[config.mk]
export PLATFORM = sky130hd
export DESIGN_NAME = priority_scan_encoder_flat
export DESIGN_NICKNAME = d
export VERILOG_FILES = /design/src/rtl/priority_scan_encoder_if.sv /design/src/rtl/priority_scan_encoder.sv /design/src/flat_wrapper.sv
export SDC_FILE = /design/constraint.sdc
export NUM_CORES = 1
export LEC_CHECK = 0
export BUFFER_PORTS_ARGS = -buffer_cell sky130_fd_sc_hd__buf_2
export CORE_MARGIN = 2
export CORE_UTILIZATION = 43
export DETAILED_ROUTE_END_ITERATION = 8
export PLACE_DENSITY = 0.7
export SLEW_MARGIN = 20
export SYNTH_ARGS = -nofsm -noshare
export SYNTH_HDL_FRONTEND = slang
export SYNTH_SLANG_ARGS = --single-unit
[constraint.sdc]
create_clock -name clk -period 5.7 [get_ports clk]
set_clock_uncertainty 0.1 [all_clocks]
set_input_delay 1.14 -clock clk [delete_from_list [all_inputs] [get_ports clk]]
set_output_delay 1.14 -clock clk [all_outputs]
set_load 0.01 [all_outputs]
[src/rtl/priority_scan_encoder_if.sv]
// Handshake bundle for priority_scan_encoder: request-vector input side and index output side.
// The slave modport is the encoder's view; the master modport is the producer/consumer view.
interface priority_scan_encoder_if #(
  parameter int WIDTH = 8,
  parameter int IDX_W = $clog2(WIDTH)
);
  logic             in_valid;
  logic             in_ready;
  logic [WIDTH-1:0] in_vec;
  logic             out_valid;
  logic             out_ready;
  logic [IDX_W-1:0] out_idx;
  logic             out_last;

  modport master (
    output in_valid, in_vec, out_ready,
    input  in_ready, out_valid, out_idx, out_last
  );

  modport slave (
    input  in_valid, in_vec, out_ready,
    output in_ready, out_valid, out_idx, out_last
  );
endinterface

[src/rtl/priority_scan_encoder.sv]
// Sequential priority encoder: accepts a request vector and emits one set-bit index per beat in priority order.
// Optional feature macro PRIO_SCAN_CNT_EN adds out_cnt (beats remaining, including the current one).
module priority_scan_encoder #(
  parameter int WIDTH     = 8,
  parameter bit MSB_FIRST = 1'b1
) (
  input  logic                    clk,
  input  logic                    rst,
  input  logic                    en,
  priority_scan_encoder_if.slave  bus,
  output logic                    zero_flag,
  output logic                    busy
`ifdef PRIO_SCAN_CNT_EN
  ,
  output logic [$clog2(WIDTH):0]  out_cnt
`endif
);
  localparam int IDX_W = $clog2(WIDTH);

  typedef enum logic {IDLE = 1'b0, SCAN = 1'b1} state_t;

  state_t           state_p0, state_d;
  logic [WIDTH-1:0] pend_p0, pend_d;
  logic             zero_p0, zero_d;

  logic [IDX_W-1:0] cur_idx;
  logic             cur_last;
  logic             vld;
  logic             rdy;
  logic             pop;
  logic             accept;

  function automatic logic [IDX_W-1:0] prio_idx(input logic [WIDTH-1:0] v);
    logic [IDX_W-1:0] idx;
    idx = '0;
    // Later hits overwrite earlier ones, so scan toward the priority end.
    if (MSB_FIRST) begin
      for (int i = 0; i < WIDTH; i++)
        if (v[i]) idx = i[IDX_W-1:0];
    end else begin
      for (int i = WIDTH - 1; i >= 0; i--)
        if (v[i]) idx = i[IDX_W-1:0];
    end
    return idx;
  endfunction

  function automatic logic is_single(input logic [WIDTH-1:0] v);
    logic [WIDTH-1:0] one;
    one = {{(WIDTH-1){1'b0}}, 1'b1};
    return (v != '0) && ((v & (v - one)) == '0);
  endfunction

  function automatic logic [WIDTH-1:0] bit_mask(input logic [IDX_W-1:0] idx);
    logic [WIDTH-1:0] one;
    one = {{(WIDTH-1){1'b0}}, 1'b1};
    return one << idx;
  endfunction

`ifdef PRIO_SCAN_CNT_EN
  function automatic logic [IDX_W:0] popcount(input logic [WIDTH-1:0] v);
    logic [IDX_W:0] cnt;
    cnt = '0;
    for (int i = 0; i < WIDTH; i++)
      cnt = cnt + {{IDX_W{1'b0}}, v[i]};
    return cnt;
  endfunction
`endif

  always_comb begin
    cur_idx  = prio_idx(pend_p0);
    cur_last = is_single(pend_p0);
    vld      = (state_p0 == SCAN) & en & ~rst;
    pop      = vld & bus.out_ready;
    // Ready also on the final pop so consecutive vectors stream without a bubble.
    rdy      = en & ~rst & ((state_p0 == IDLE) | (pop & cur_last));
    accept   = bus.in_valid & rdy;

    state_d  = state_p0;
    pend_d   = pend_p0;
    zero_d   = 1'b0;
    if (accept) begin
      pend_d  = bus.in_vec;
      state_d = (bus.in_vec != '0) ? SCAN : IDLE;
      zero_d  = (bus.in_vec == '0);
    end else if (pop) begin
      pend_d = pend_p0 & ~bit_mask(cur_idx);
      if (cur_last) begin
        state_d = IDLE;
        pend_d  = '0;
      end
    end
  end

  // stage p0: scan state, pending bits, zero-vector pulse
  always_ff @(posedge clk) begin
    if (rst) begin
      state_p0 <= IDLE;
      pend_p0  <= '0;
      zero_p0  <= 1'b0;
    end else begin
      state_p0 <= state_d;
      pend_p0  <= pend_d;
      zero_p0  <= zero_d;
    end
  end

  assign bus.in_ready  = rdy;
  assign bus.out_valid = vld;
  assign bus.out_idx   = (state_p0 == SCAN) ? cur_idx : '0;
  assign bus.out_last  = (state_p0 == SCAN) ? cur_last : 1'b0;
  assign zero_flag     = zero_p0 & en;
  assign busy          = (state_p0 == SCAN);

`ifdef PRIO_SCAN_CNT_EN
  assign out_cnt = (state_p0 == SCAN) ? popcount(pend_p0) : '0;
`endif

endmodule
[src/flat_wrapper.sv]
// flat-port wrapper written by rule: the top's interface ports become plain ports
module priority_scan_encoder_flat 
#(
  parameter int WIDTH     = 8,
  parameter bit MSB_FIRST = 1'b1
)
  (clk, rst, en, zero_flag, busy, bus_in_valid, bus_in_vec, bus_out_ready, bus_in_ready, bus_out_valid, bus_out_idx, bus_out_last);
  priority_scan_encoder_if #(.WIDTH(WIDTH)) bus_i ();
  input  logic clk;
  input  logic rst;
  input  logic en;
  output logic zero_flag;
  output logic busy;
  input wire logic [$bits(bus_i.in_valid)-1:0] bus_in_valid;
  input wire logic [$bits(bus_i.in_vec)-1:0] bus_in_vec;
  input wire logic [$bits(bus_i.out_ready)-1:0] bus_out_ready;
  output wire logic [$bits(bus_i.in_ready)-1:0] bus_in_ready;
  output wire logic [$bits(bus_i.out_valid)-1:0] bus_out_valid;
  output wire logic [$bits(bus_i.out_idx)-1:0] bus_out_idx;
  output wire logic [$bits(bus_i.out_last)-1:0] bus_out_last;
  assign bus_i.in_valid = bus_in_valid;
  assign bus_i.in_vec = bus_in_vec;
  assign bus_i.out_ready = bus_out_ready;
  assign bus_in_ready = bus_i.in_ready;
  assign bus_out_valid = bus_i.out_valid;
  assign bus_out_idx = bus_i.out_idx;
  assign bus_out_last = bus_i.out_last;
  priority_scan_encoder #(.WIDTH(WIDTH), .MSB_FIRST(MSB_FIRST)) u_core (.clk(clk), .rst(rst), .en(en), .bus(bus_i), .zero_flag(zero_flag), .busy(busy));
endmodule
==> flow_summary.yaml <==
cells_and_area:
  multi_input_comb_area_um2: 454.2
  fin_util_pct: 55.81
  final_common_cell: "buf_2"
  drive_above_1_share_pct: 26.79
  final_nets: 126
  fillers: 130
  seq_area_um2: 200.2
  area_growth_pct: 21.30
  diodes: 0
  layout_common_cells: "buf_2 (20), nand2_1 (10), dfxtp_1 (10), nor2_1 (9), inv_1 (8)"
timing:
  worst_pin_slew_ns: 0.5294
  finalSetupTns_ns: 0
  fin_ws_ns: 2.384
  slew_viol_final: 0
  period_share_pct: 58.17
  rsz0062_at_grt: "no"
  hold_viol: 0
  min_period_ns: 3.316
  setup_viol: 0
  fmax_mhz: 301.6
  relSlewSlack_pct: 64.33
  hold_slack_ns: 0.4746
critical_path:
  critPathRequiredTime_ns: 4.46
  setup.worst_path.class: "input pin to output pin"
  critical_path_peak_fanout: 9
  crit_cells: 5
  crit_chain: "buf_2 > nand3b_1 > a2111oi_4 > or2_1 > buf_2"
  cp-start-kind: "input pin"
  cp_common_cell: "buf_2"
  arrival_ns: 2.08
  max_stage_delay_ns: 0.26
  critical-path-top-delay-family: "simple AND/OR/NAND/NOR gates"
  cp-end-kind: "output pin"
  path_buf_inv: 2
  slowest_stage: "a2111oi_4"
  r2r_cells: 5
clocking:
  cts_hold_buf: 0
  root_buffer: "clkbuf_4"
  postCtsSetupBuffers: 0
  clockBufferDepth: 2
  cts_buffers: 3
  htree_num_levels: 1
  clock_latency_ns: 0.28
  cts_tree: "yes"
  path_clk_slew_ns: 0.07
  post_cts_resize_count: 0
  clock-sinks: 10
pwr:
  p_leak_nw: 0.3650
  total_power_uw: 221.3
  ir_drop_mv: 0.1288
  power.density_mw_per_mm2: 263.2
global_routing:
  antenna_found_initial: 0
  grt_max_degree: 10
  grt_overflow: 0
  grt_pass1_vias: 724
  grt_pass1_wl_mm: 3.111
  grt_usage_pct: 21.60
floorplan:
  start_util_pct: 46.01
  ios: 21
  coreArea_mm2: 0.001506
  die_area_mm2: 0.001949
  fp.dieH_um: 44.15
  die_w_um: 44.15
  rows: 14
route:
  drcViolationCount: 0
  viasPerCell: 5.992
  final_antenna_net_count: 0
  avgRoutedWirePerCell_um: 14.28
  wl_mm: 1.828
  dr.pass1.iters: 6
  drtIter0Drc: 13
  num_vias: 767
synth:
  yosysUniqueCellTypes: 35
  ys_seq_area_share_pct: 28.88
  synthCells: 90
  syn-cell-area_um2: 693.2
  ys_ff_latch: 10
  syn_area_per_cell_um2: 7.702
  syn-num-nets: 103
  ys_warn_count: 0
  synth-edff-count: 0
  async_reset_ff_share_pct: 0
  synth_ff_type: "dfxtp_1"
placed_design:
  dpl.hpwl_mm: 1.373
  dp_worst_setup_slack_ns: 2.393
  io_buffers: 20
  gp_congestion: 0.8598
min_path:
  hold_path.class: "flip-flop to flip-flop"
  hold_depth: 2
run:
  max-cap-violations: 0
run_status:
  status: "finished clean"
logic make-up after synthesis:
kind of cell / count (synthesis) / synth area share, %
and+or+nand+nor: 40 / 31.41
xor gates and xnor gates: 1 / 1.264
muxes: 2 / 2.888
buffers and inverters: 10 / 5.595
DFF: 10 / 28.88
AOI/OAI and AO/OA: 27 / 29.97
cells in the mapped netlist (3+ instances only):
cell type  count  share of area (%)
a211oi_1       3                3.2
a21oi_1        4                2.9
dfxtp_1       10                 29
inv_1          8                4.3
nand2_1       10                5.4
nand2b_1       4                3.6
nor2_1         9                4.9
nor4_1         3                2.7
o211ai_1       3                3.2
o21ai_1        3                2.2
state kept, by name (all words and copies together) (netlist names):
name / flops
u_core.busy: 1
u_core.pend_p0: 8
u_core.zero_p0: 1
worst min-delay path, delay by kind of cell, from the launching register on:
kind | cells | cell delay [ns]
flops | 1 | 0.35
simple gates | 1 | 0.07
compound gates | 1 | 0.09
per-layer routing:
layer  global-route usage [%]  up-vias  part of all wire (%)
met4                    13.33        0                   1.9
met2                    35.00       33                    48
li1                         -      375                     -
met3                    2.449        4                   6.7
met5                        0        -                     0
met1                    27.25      355                    43
path summary, 6_finish.rpt:
kind	start	endpoint	slack, ns
worst min register to register	u_core.pend_p0[0]	u_core.pend_p0[0]	0.47
worst max register to register	u_core.pend_p0[2]	u_core.pend_p0[0]	3.70
worst max-delay path	rst	bus_in_ready	2.38
worst min-delay path	u_core.pend_p0[0]	u_core.pend_p0[0]	0.47
per-stage QoR:
step	std cells	instance area, um^2
2_1_floorplan	90	693.2
3_3_place_gp	124	804.5
3_5_place_dp	124	804.5
4_1_cts	128	840.8
5_1_grt	128	840.8
6_report	128	840.8
where the power goes:
part | switching [mW] | internal (mW)
Combinational | 0.0375 | 0.0293
Clock | 0.0284 | 0.0389
Sequential | 0.0113 | 0.0759
cell type report:
class                   count  share of cell area, %
flip-flops and latches     10                  23.81
repair buffers             20                  11.90
inverters                   8                  3.571
well taps                  16                  2.381
multi-input cells          70                  54.02
clock buffers               4                  4.315
Power figures use the tool's default switching activity.
